[src/rtl/game_sound_gen_if.sv]
// rtl/game_sound_gen_if.sv - game-event to sound generator interface
interface game_sound_gen_if;
    logic       winrnd;
    logic       right;
    logic       tie;
    logic [6:0] score;
    logic       sound_en;
    logic       spk;
    logic       busy;

    modport master (
        output winrnd, right, tie, score, sound_en,
        input  spk, busy
    );

    modport slave (
        input  winrnd, right, tie, score, sound_en,
        output spk, busy
    );
endinterface

[src/rtl/game_sound_gen.sv]
// rtl/game_sound_gen.sv - square-wave tone sequencer for round, tie and match-end events
module game_sound_gen #(
    parameter int HALF_R = 2,
    parameter int HALF_L = 3,
    parameter int HALF_T = 4,
    parameter int DUR    = 16,
    parameter int GAP    = 4,
    parameter int CW     = 8
) (
    input  logic             clk,
    input  logic             rst,
    game_sound_gen_if.slave  ev
);
    typedef enum logic [1:0] {ST_IDLE, ST_NOTE, ST_GAP} state_t;

    localparam logic [CW-1:0] HR     = CW'(HALF_R);
    localparam logic [CW-1:0] HL     = CW'(HALF_L);
    localparam logic [CW-1:0] HT     = CW'(HALF_T);
    localparam logic [CW-1:0] DUR_M1 = CW'(DUR - 1);
    localparam logic [CW-1:0] GAP_M1 = CW'(GAP - 1);
    localparam logic [6:0]    END_L  = 7'b1000000;
    localparam logic [6:0]    END_R  = 7'b0000001;
    localparam logic [6:0]    MID    = 7'b0001000;

    state_t        state, state_n;
    logic [1:0]    idx, idx_n;
    logic [1:0]    last_idx, last_idx_n;
    logic [CW-1:0] base_q, base_n;
    logic [CW-1:0] alt_q, alt_n;
    logic [CW-1:0] hp_cnt, hp_n;
    logic [CW-1:0] dur_cnt, dur_n;
    logic          spk_raw, spk_raw_n;
    logic          spk_q;
    logic [6:0]    score_q;

    logic          victory;
    logic          start;
    logic [CW-1:0] st_base, st_alt;
    logic [1:0]    st_last;
    logic [CW-1:0] cur_half;

    // Odd notes (only note 1) use the alternate pitch; notes 0 and 2 share the base pitch.
    assign cur_half = idx[0] ? alt_q : base_q;
    assign victory  = (ev.score != score_q) && ((ev.score == END_L) || (ev.score == END_R));

    always_comb begin
        start   = 1'b0;
        st_base = HR;
        st_alt  = HT;
        st_last = 2'd0;
        if (victory) begin
            start   = 1'b1;
            st_base = (ev.score == END_L) ? HL : HR;
            st_alt  = HT;
            st_last = 2'd2;
        end else if (state == ST_IDLE && ev.tie) begin
            start   = 1'b1;
            st_base = HT;
            st_alt  = HT;
            st_last = 2'd1;
        end else if (state == ST_IDLE && ev.winrnd) begin
            start   = 1'b1;
            st_base = ev.right ? HR : HL;
            st_last = 2'd0;
        end
    end

    always_comb begin
        state_n    = state;
        idx_n      = idx;
        last_idx_n = last_idx;
        base_n     = base_q;
        alt_n      = alt_q;
        hp_n       = hp_cnt;
        dur_n      = dur_cnt;
        spk_raw_n  = spk_raw;
        if (start) begin
            // Victory may land here mid-sequence: everything restarts from a clean note 0.
            state_n    = ST_NOTE;
            idx_n      = 2'd0;
            last_idx_n = st_last;
            base_n     = st_base;
            alt_n      = st_alt;
            hp_n       = '0;
            dur_n      = '0;
            spk_raw_n  = 1'b0;
        end else begin
            case (state)
                ST_NOTE: begin
                    if (hp_cnt == cur_half - CW'(1)) begin
                        hp_n      = '0;
                        spk_raw_n = ~spk_raw;
                    end else begin
                        hp_n = hp_cnt + CW'(1);
                    end
                    if (dur_cnt == DUR_M1) begin
                        hp_n      = '0;
                        dur_n     = '0;
                        spk_raw_n = 1'b0;
                        state_n   = (idx == last_idx) ? ST_IDLE : ST_GAP;
                    end else begin
                        dur_n = dur_cnt + CW'(1);
                    end
                end
                ST_GAP: begin
                    spk_raw_n = 1'b0;
                    hp_n      = '0;
                    if (dur_cnt == GAP_M1) begin
                        dur_n   = '0;
                        idx_n   = idx + 2'd1;
                        state_n = ST_NOTE;
                    end else begin
                        dur_n = dur_cnt + CW'(1);
                    end
                end
                default: begin
                    spk_raw_n = 1'b0;
                    hp_n      = '0;
                    dur_n     = '0;
                end
            endcase
        end
    end

    always_ff @(posedge clk or posedge rst) begin
        if (rst) begin
            state    <= ST_IDLE;
            idx      <= 2'd0;
            last_idx <= 2'd0;
            base_q   <= '0;
            alt_q    <= '0;
            hp_cnt   <= '0;
            dur_cnt  <= '0;
            spk_raw  <= 1'b0;
            spk_q    <= 1'b0;
            score_q  <= MID;
        end else begin
            state    <= state_n;
            idx      <= idx_n;
            last_idx <= last_idx_n;
            base_q   <= base_n;
            alt_q    <= alt_n;
            hp_cnt   <= hp_n;
            dur_cnt  <= dur_n;
            spk_raw  <= spk_raw_n;
            // Mute gating is folded into the output register so sound_en never reaches spk combinationally.
            spk_q    <= spk_raw_n & ev.sound_en;
            score_q  <= ev.score;
        end
    end

    assign ev.spk  = spk_q;
    assign ev.busy = (state != ST_IDLE);
endmodule

[src/flat_wrapper.sv]
// flat-port wrapper written by rule: the top's interface ports become plain ports
module game_sound_gen_flat 
#(
    parameter int HALF_R = 2,
    parameter int HALF_L = 3,
    parameter int HALF_T = 4,
    parameter int DUR    = 16,
    parameter int GAP    = 4,
    parameter int CW     = 8
)
  (clk, rst, ev_winrnd, ev_right, ev_tie, ev_score, ev_sound_en, ev_spk, ev_busy);
  game_sound_gen_if ev_i ();
  input  logic clk;
  input  logic rst;
  input wire logic [$bits(ev_i.winrnd)-1:0] ev_winrnd;
  input wire logic [$bits(ev_i.right)-1:0] ev_right;
  input wire logic [$bits(ev_i.tie)-1:0] ev_tie;
  input wire logic [$bits(ev_i.score)-1:0] ev_score;
  input wire logic [$bits(ev_i.sound_en)-1:0] ev_sound_en;
  output wire logic [$bits(ev_i.spk)-1:0] ev_spk;
  output wire logic [$bits(ev_i.busy)-1:0] ev_busy;
  assign ev_i.winrnd = ev_winrnd;
  assign ev_i.right = ev_right;
  assign ev_i.tie = ev_tie;
  assign ev_i.score = ev_score;
  assign ev_i.sound_en = ev_sound_en;
  assign ev_spk = ev_i.spk;
  assign ev_busy = ev_i.busy;
  game_sound_gen #(.HALF_R(HALF_R), .HALF_L(HALF_L), .HALF_T(HALF_T), .DUR(DUR), .GAP(GAP), .CW(CW)) u_core (.clk(clk), .rst(rst), .ev(ev_i));
endmodule
[config.mk]
export PLATFORM = sky130hd
export DESIGN_NAME = game_sound_gen_flat
export DESIGN_NICKNAME = d
export VERILOG_FILES = /design/src/rtl/game_sound_gen_if.sv /design/src/rtl/game_sound_gen.sv /design/src/flat_wrapper.sv
export SDC_FILE = /design/constraint.sdc
export NUM_CORES = 1
export LEC_CHECK = 0
export CORE_UTILIZATION = 30
export CTS_CLUSTER_SIZE = 28
export DETAILED_ROUTE_END_ITERATION = 8
export SLEW_MARGIN = 15
export SYNTH_ARGS = -nofsm -noshare
export SYNTH_HDL_FRONTEND = slang
export SYNTH_SLANG_ARGS = --single-unit
[constraint.sdc]
create_clock -name clk -period 5.9 [get_ports clk]
set_input_delay 0.885 -clock clk [delete_from_list [all_inputs] [get_ports clk]]
set_output_delay 0.885 -clock clk [all_outputs]
set_load 0.01 [all_outputs]
==> summary.txt, run 1 <==
Post-DP Area = 1960 um^2
Synth top area share = 0.473
Ys flop type = dfrtp_1
CTS max path bufs = 2
Worst Setup SP = ev_score[2]
Worst Setup Start Kind = input pin
Die height = 78.3 um
Initial drt markers = 41
Dpl hpwl = 2.22 mm
Antenna cells = 0
Post-route ant nets = 0
Mean Syn Cell Area = 10.2 um^2
Area leader, netlist = dfrtp_1
GP Congestion = 0.726
Critical path endpoint = u_core.hp_cnt[2]
Synthesized area = 1750 um^2
Worst-path maximum fanout = 10
Vias in the first global route = 1190
Tcrit/Tclk final = 0.455
Die area = 6130 um^2
Hold Crit Class = reg2reg
Pre-CTS setup slack = 2890 ps
Distinct cells, synth = 41
Largest net degree at the start of global routing = 35
Post-Syn Nets = 191
Clk Latency, worst-skew pair = 290 ps
R2r setup slk = 3670 ps
Fillers = 579
Initial Util = 0.313
Final Critical Period = 2690 ps
Total Routing Usage GR = 0.118
Fmax achieved = 372 MHz
Worst Clk Skew = 4.13 ps
Relative slew slack = 0.716
Async S/R FF share, synth = 1.00
Worst EP required = 6070 ps
WS Path Type = in2reg
GRT overflow = 0
Setup TNS = 0 ps
Yosys warns = 0
Synth-to-layout area growth = 20.6%
Final worst setup slack = 3210 ps
CTS HTree Levels = 2
Post-synth EDFFs = 0
PostCTS Resize Cnt = 0
Slew Limit Fails = 0
Critical Path End Type = register
Final Setup Violations = 0
Area of the core = 5570 um^2
Worst-margin pin slew = 422 ps
Pwr/cell area = 377 nW/um^2
Post-CTS Setup Inserts = 0
RSZ-0062 raised after global routing = false
Reg2reg end = u_core.hp_cnt[2]
First-pass iteration count of the detailed router = 4
Design Area, Final = 2110 um^2
Clock sinks = 34
Peak VDD IR = 132 uV
Layout Nets = 209
Drt drc = 0
Via/cell ratio = 4.63
Initial antenna violation count = 0
First-pass GRT wire length = 5.44 mm
Post-synthesis sequential area ratio = 0.488
Pleak = 0.910 nW
Max cap viols = 0
Routed WL = 2.96 mm
Die Width = 78.3 um
Root buffer cell = clkbuf_8
Largest cells by area after synthesis = dfrtp_1 47%, xnor2_1 7.5%, xor2_1 5.5%
Total power = 0.000793 W
Hold bufs inserted after CTS = 0
Worst R2R Start = u_core.idx[0]
Fin. Hold Viols = 0
Layout cells sized above 1 = 0.100
Arrival time worst endpoint = 2860 ps
# IOs = 15
CTS tree = yes
Reg clk slew, reported paths = 70 ps
Worst hold slack = 490 ps
Avg WL per Cell = 11.3 um
Total number of vias = 1214
CTS Buf Count = 5
Outcome = finished, final reports clean
Number of port buffers = 14
Reg2Reg Depth = 8
Rows = 27
Post-synthesis register bit count = 34
Post-Syn Instances = 171
-- per-layer routing --
layer / routed length, um / global-route usage / vias up
met3: 86 / 0.0326 / 6
met1: 1590 / 0.156 / 569
met2: 1220 / 0.172 / 18
met5: 0 / 0 / -
met4: 69 / 0.0667 / 0
li1: - / - / 621
-- per-stage QoR --
step,std cells,util
2_1_floorplan,171,-
3_3_place_gp,254,0.352
3_5_place_dp,254,0.352
4_1_cts,262,0.378
5_1_grt,262,0.378
6_report,262,0.378
-- synthesized netlist by cell type, drive strengths merged (2+ instances only) --
| cell type | n |
|---|---|
| dfrtp | 33 |
| nor2 | 21 |
| xnor2 | 15 |
| xor2 | 11 |
| inv | 9 |
| nand2 | 8 |
| o21ai | 8 |
| ha | 7 |
| nand3 | 6 |
| or3 | 5 |
| a21oi | 4 |
| and3 | 4 |
| nor3 | 4 |
| or2 | 4 |
| buf | 3 |
| nand4 | 3 |
| o31ai | 3 |
| nor4 | 2 |
| o21a | 2 |
| or4 | 2 |
-- cells in the final DEF, fill, tap and decap left out, types with 2 or more instances in the layout --
cell type,n
a21oi_1,4
and3_1,4
bufinv_16,2
clkbuf_8,6
clkdlybuf4s50_1,14
dfrtp_1,33
ha_1,7
inv_1,9
nand2_1,8
nand3_1,6
nand4_1,3
nor2_1,21
nor3_1,4
nor4_1,2
o21a_1,2
o21ai_0,6
o31ai_1,3
or2_2,4
or3_1,4
or4_1,2
xnor2_1,15
xor2_1,11
-- sequential cells by signal, indices dropped and copies added, names as in the netlist --
name	cells
u_core.alt_q	1
u_core.score_q	7
u_core.ev.spk	1
u_core.idx	2
u_core.last_idx	2
u_core.base_q	2
u_core.hp_cnt	8
u_core.state	2
u_core.spk_raw	1
u_core.dur_cnt	8
-- layout make-up --
type,count,area (um^2),share of cell area
sequential,34,852,0.405
timing repair buffer,15,148,0.0701
clock inverter,2,60.1,0.0285
inverter,9,33.8,0.0160
tap,72,90.1,0.0428
multi-input combinational,124,840,0.399
clock buffer,6,82.6,0.0392
-- worst min-delay path by stage --
stage,startpoint,endpoint,slack [ps],depth (start not counted)
2_1_floorplan,u_core.dur_cnt[0],u_core.dur_cnt[0],430,1
3_3_place_gp,u_core.dur_cnt[0],u_core.dur_cnt[0],460,1
3_5_place_dp,u_core.dur_cnt[0],u_core.dur_cnt[0],480,1
4_1_cts,u_core.dur_cnt[0],u_core.dur_cnt[0],490,1
5_1_grt,u_core.dur_cnt[0],u_core.dur_cnt[0],520,1
6_report,u_core.dur_cnt[0],u_core.dur_cnt[0],490,1
-- power breakdown --
part           leakage [nW]  internal [W]  switching, W
registers             0.442      0.000264     0.0000250
clock network        0.0714      0.000180     0.0000840
logic                 0.397      0.000104      0.000136
total                 0.910      0.000548      0.000245
-- cells by family after synthesis --
| group | share of synthesized area |
|---|---|
| AOI/OAI and AO/OA | 0.0946 |
| xor gates and xnor gates | 0.130 |
| adders and majority gates | 0.0501 |
| buffers and inverters | 0.0315 |
| DFF | 0.488 |
| muxes | 0.0122 |
| and+or+nand+nor | 0.193 |
-- worst max-delay path, cell delays in order --
cell,delay (ps)
clkdlybuf4s50_1,450
or4_1,570
o31ai_1,240
o21a_1,360
or3_2,290
nor2_1,70
No activity file was read; power rests on OpenSTA's default activity.
==> inputs of run 2 (changes only) <==
- clock period: 5.9 -> 2.5 ns (I/O delays scaled with it)
==> run 2 against run 1 <==
  * Worst setup slack lost 3000 ps
  * Wire length grew 4.3%
  * Design area shrank 0.53%
  * Critical path type is now reg2reg
==> summary.txt, run 2 (synthesis results as in run 1) <==
Worst EP required = 2720 ps (-3350 ps)
CTS HTree Levels = 2 (unchanged)
First-pass GRT wire length = 5.73 mm (+5.3%)
Reg2Reg Depth = 8 (unchanged)
Worst Setup Start Kind = register
CTS tree = yes
Worst hold slack = 474 ps (-15.4 ps)
Vias in the first global route = 1304 (+9.6%)
Tcrit/Tclk final = 0.901
Drt drc = 0 (unchanged)
Fmax achieved = 444 MHz
Largest net degree at the start of global routing = 35 (unchanged)
Pwr/cell area = 855 nW/um^2 (+130%)
Hold bufs inserted after CTS = 0 (unchanged)
Antenna cells = 0 (unchanged)
Peak VDD IR = 387 uV (+190%)
Slew Limit Fails = 0 (unchanged)
Setup TNS = 0 ps (unchanged)
Die Width = 78.3 um (unchanged)
WS Path Type = reg2reg
Via/cell ratio = 4.64 (+0.14%)
Rows = 27 (unchanged)
Root buffer cell = clkbuf_8
Fin. Hold Viols = 0 (unchanged)
Commonest non-fill, non-tap cell in the layout = dfrtp_1
Worst-margin pin slew = 430 ps (+8.19 ps)
Die height = 78.3 um (unchanged)
Final Critical Period = 2250 ps
Critical Path End Type = register
GP Congestion = 0.718 (-1.2%)
RSZ-0062 raised after global routing = false
Arrival time worst endpoint = 2470 ps (-390 ps)
Reg clk slew, reported paths = 70 ps (about the same)
Routed WL = 3.09 mm (+4.3%)
Final Setup Violations = 0 (unchanged)
Hold depth = 1 (unchanged)
Layout cells sized above 1 = 0.104 (+0.00417)
Delay-heaviest family, CP = simple AND/OR/NAND/NOR gates
Max cap viols = 0 (unchanged)
Worst-path maximum fanout = 8 (-2)
Clk Latency, worst-skew pair = 290 ps (about the same)
Relative slew slack = 0.713 (-0.00287)
Post-CTS Setup Inserts = 0 (unchanged)
Number of port buffers = 14 (unchanged)
Synth-to-layout area growth = 19.9%
Initial antenna violation count = 0 (unchanged)
Worst R2R Start = u_core.idx[0]
Min-delay src = u_core.dur_cnt[0]
Initial drt markers = 63 (+54%)
# IOs = 15 (unchanged)
WP buf/inv = 0 (-1)
Total number of vias = 1225 (+0.91%)
CTS Buf Count = 5 (unchanged)
Most used cell, CP = ha_1
Total Routing Usage GR = 0.120 (+0.00181)
Largest regs = u_core.dur_cnt: 8 flops, u_core.hp_cnt: 8 flops, u_core.score_q: 7 flops
Fillers = 576 (-0.52%)
Critical path's slowest cell = or3_2
Dpl hpwl = 2.31 mm (+4.2%)
Layout Nets = 211 (+0.96%)
CTS max path bufs = 2 (unchanged)
Critical path, cell by cell = nand2b_1, ha_1, ha_1, and3_1, o211ai_1, a211oi_2, or3_2, nor2_1
R2r setup slk = 250 ps (-3420 ps)
Pleak = 0.907 nW (-0.33%)
Reg2reg end = u_core.hp_cnt[2]
Outcome = finished, final reports clean
Initial Util = 0.313 (unchanged)
PostCTS Resize Cnt = 0 (unchanged)
Die area = 6130 um^2 (unchanged)
Worst Clk Skew = 10.3 ps (+6.18 ps)
First-pass iteration count of the detailed router = 4 (unchanged)
Hold Crit Class = reg2reg
Area of the core = 5570 um^2 (unchanged)
Avg WL per Cell = 11.7 um (+3.5%)
WHS Endpoint = u_core.dur_cnt[0]
Post-route ant nets = 0 (unchanged)
GRT overflow = 0 (unchanged)
Clock sinks = 34 (unchanged)
Crit-path max cell delay = 540 ps (-30 ps)
Commonest cells after routing, fill and taps aside = 33 x dfrtp_1, 21 x nor2_1, 15 x xnor2_1
## run 2: changes by cell type in the layout (fill, tap and decap cells not counted)
cell       change
clkbuf_1       +1
bufinv_16      -1
buf_4          +2
## run 2: area by class of cell
type	count	area, um^2	area share
flip-flops and latches	34	852	0.407
multi-input cells	124	840	0.401
repair buffers	17	163	0.0777
well taps	72	90.1	0.0430
clock buffers	7	86.3	0.0412
inverters	9	33.8	0.0161
clock inverters	1	30.0	0.0143
## run 2: power by group
group	switching (W)	leakage, nW	internal (W)
logic	0.000334	0.407	0.000255
registers	0.0000596	0.442	0.000623
clock network	0.000194	0.0585	0.000325
total	0.000587	0.907	0.00120
## run 2: layer usage
layer	routed length (um)	global-route usage	vias up
met5	0	0	-
met2	1400	0.197	17
li1	-	-	627
met4	63	0.0611	0
met1	1530	0.149	576
met3	90	0.0221	5
## run 2: stage by stage
stage / utilization / worst slack (ps) / std cells / area [um^2] / power (W)
final: 0.376 / 247 / 264 / 2090 / 0.00179
after global routing: 0.376 / 78.6 / 264 / 2090 / 0.00193
after CTS: 0.376 / 205 / 264 / 2090 / 0.00182
after detailed placement: 0.355 / 176 / 256 / 1980 / 0.00129
after global placement: 0.355 / 221 / 256 / 1980 / 0.00128
after floorplan: - / 394 / 171 / 1750 / 0.00113
## run 2: worst reg2reg max path, delay by kind of cell, from the launching register on
kind | cells | cell delay (ps)
simple gates | 4 | 1070
flops | 1 | 450
fa+ha+maj | 2 | 390
compound gates | 2 | 280
## run 2: worst max path at each step
stage                  start                 to  slack, ps  cells after the start
2_1_floorplan  u_core.idx[0]   u_core.hp_cnt[2]        390                      9
3_3_place_gp     ev_score[2]  u_core.dur_cnt[6]        220                      6
3_5_place_dp     ev_score[2]  u_core.dur_cnt[5]        180                      6
4_1_cts        u_core.idx[0]   u_core.hp_cnt[2]        200                      8
5_1_grt        u_core.idx[0]   u_core.hp_cnt[5]         80                      9
6_report       u_core.idx[0]   u_core.hp_cnt[2]        250                      8
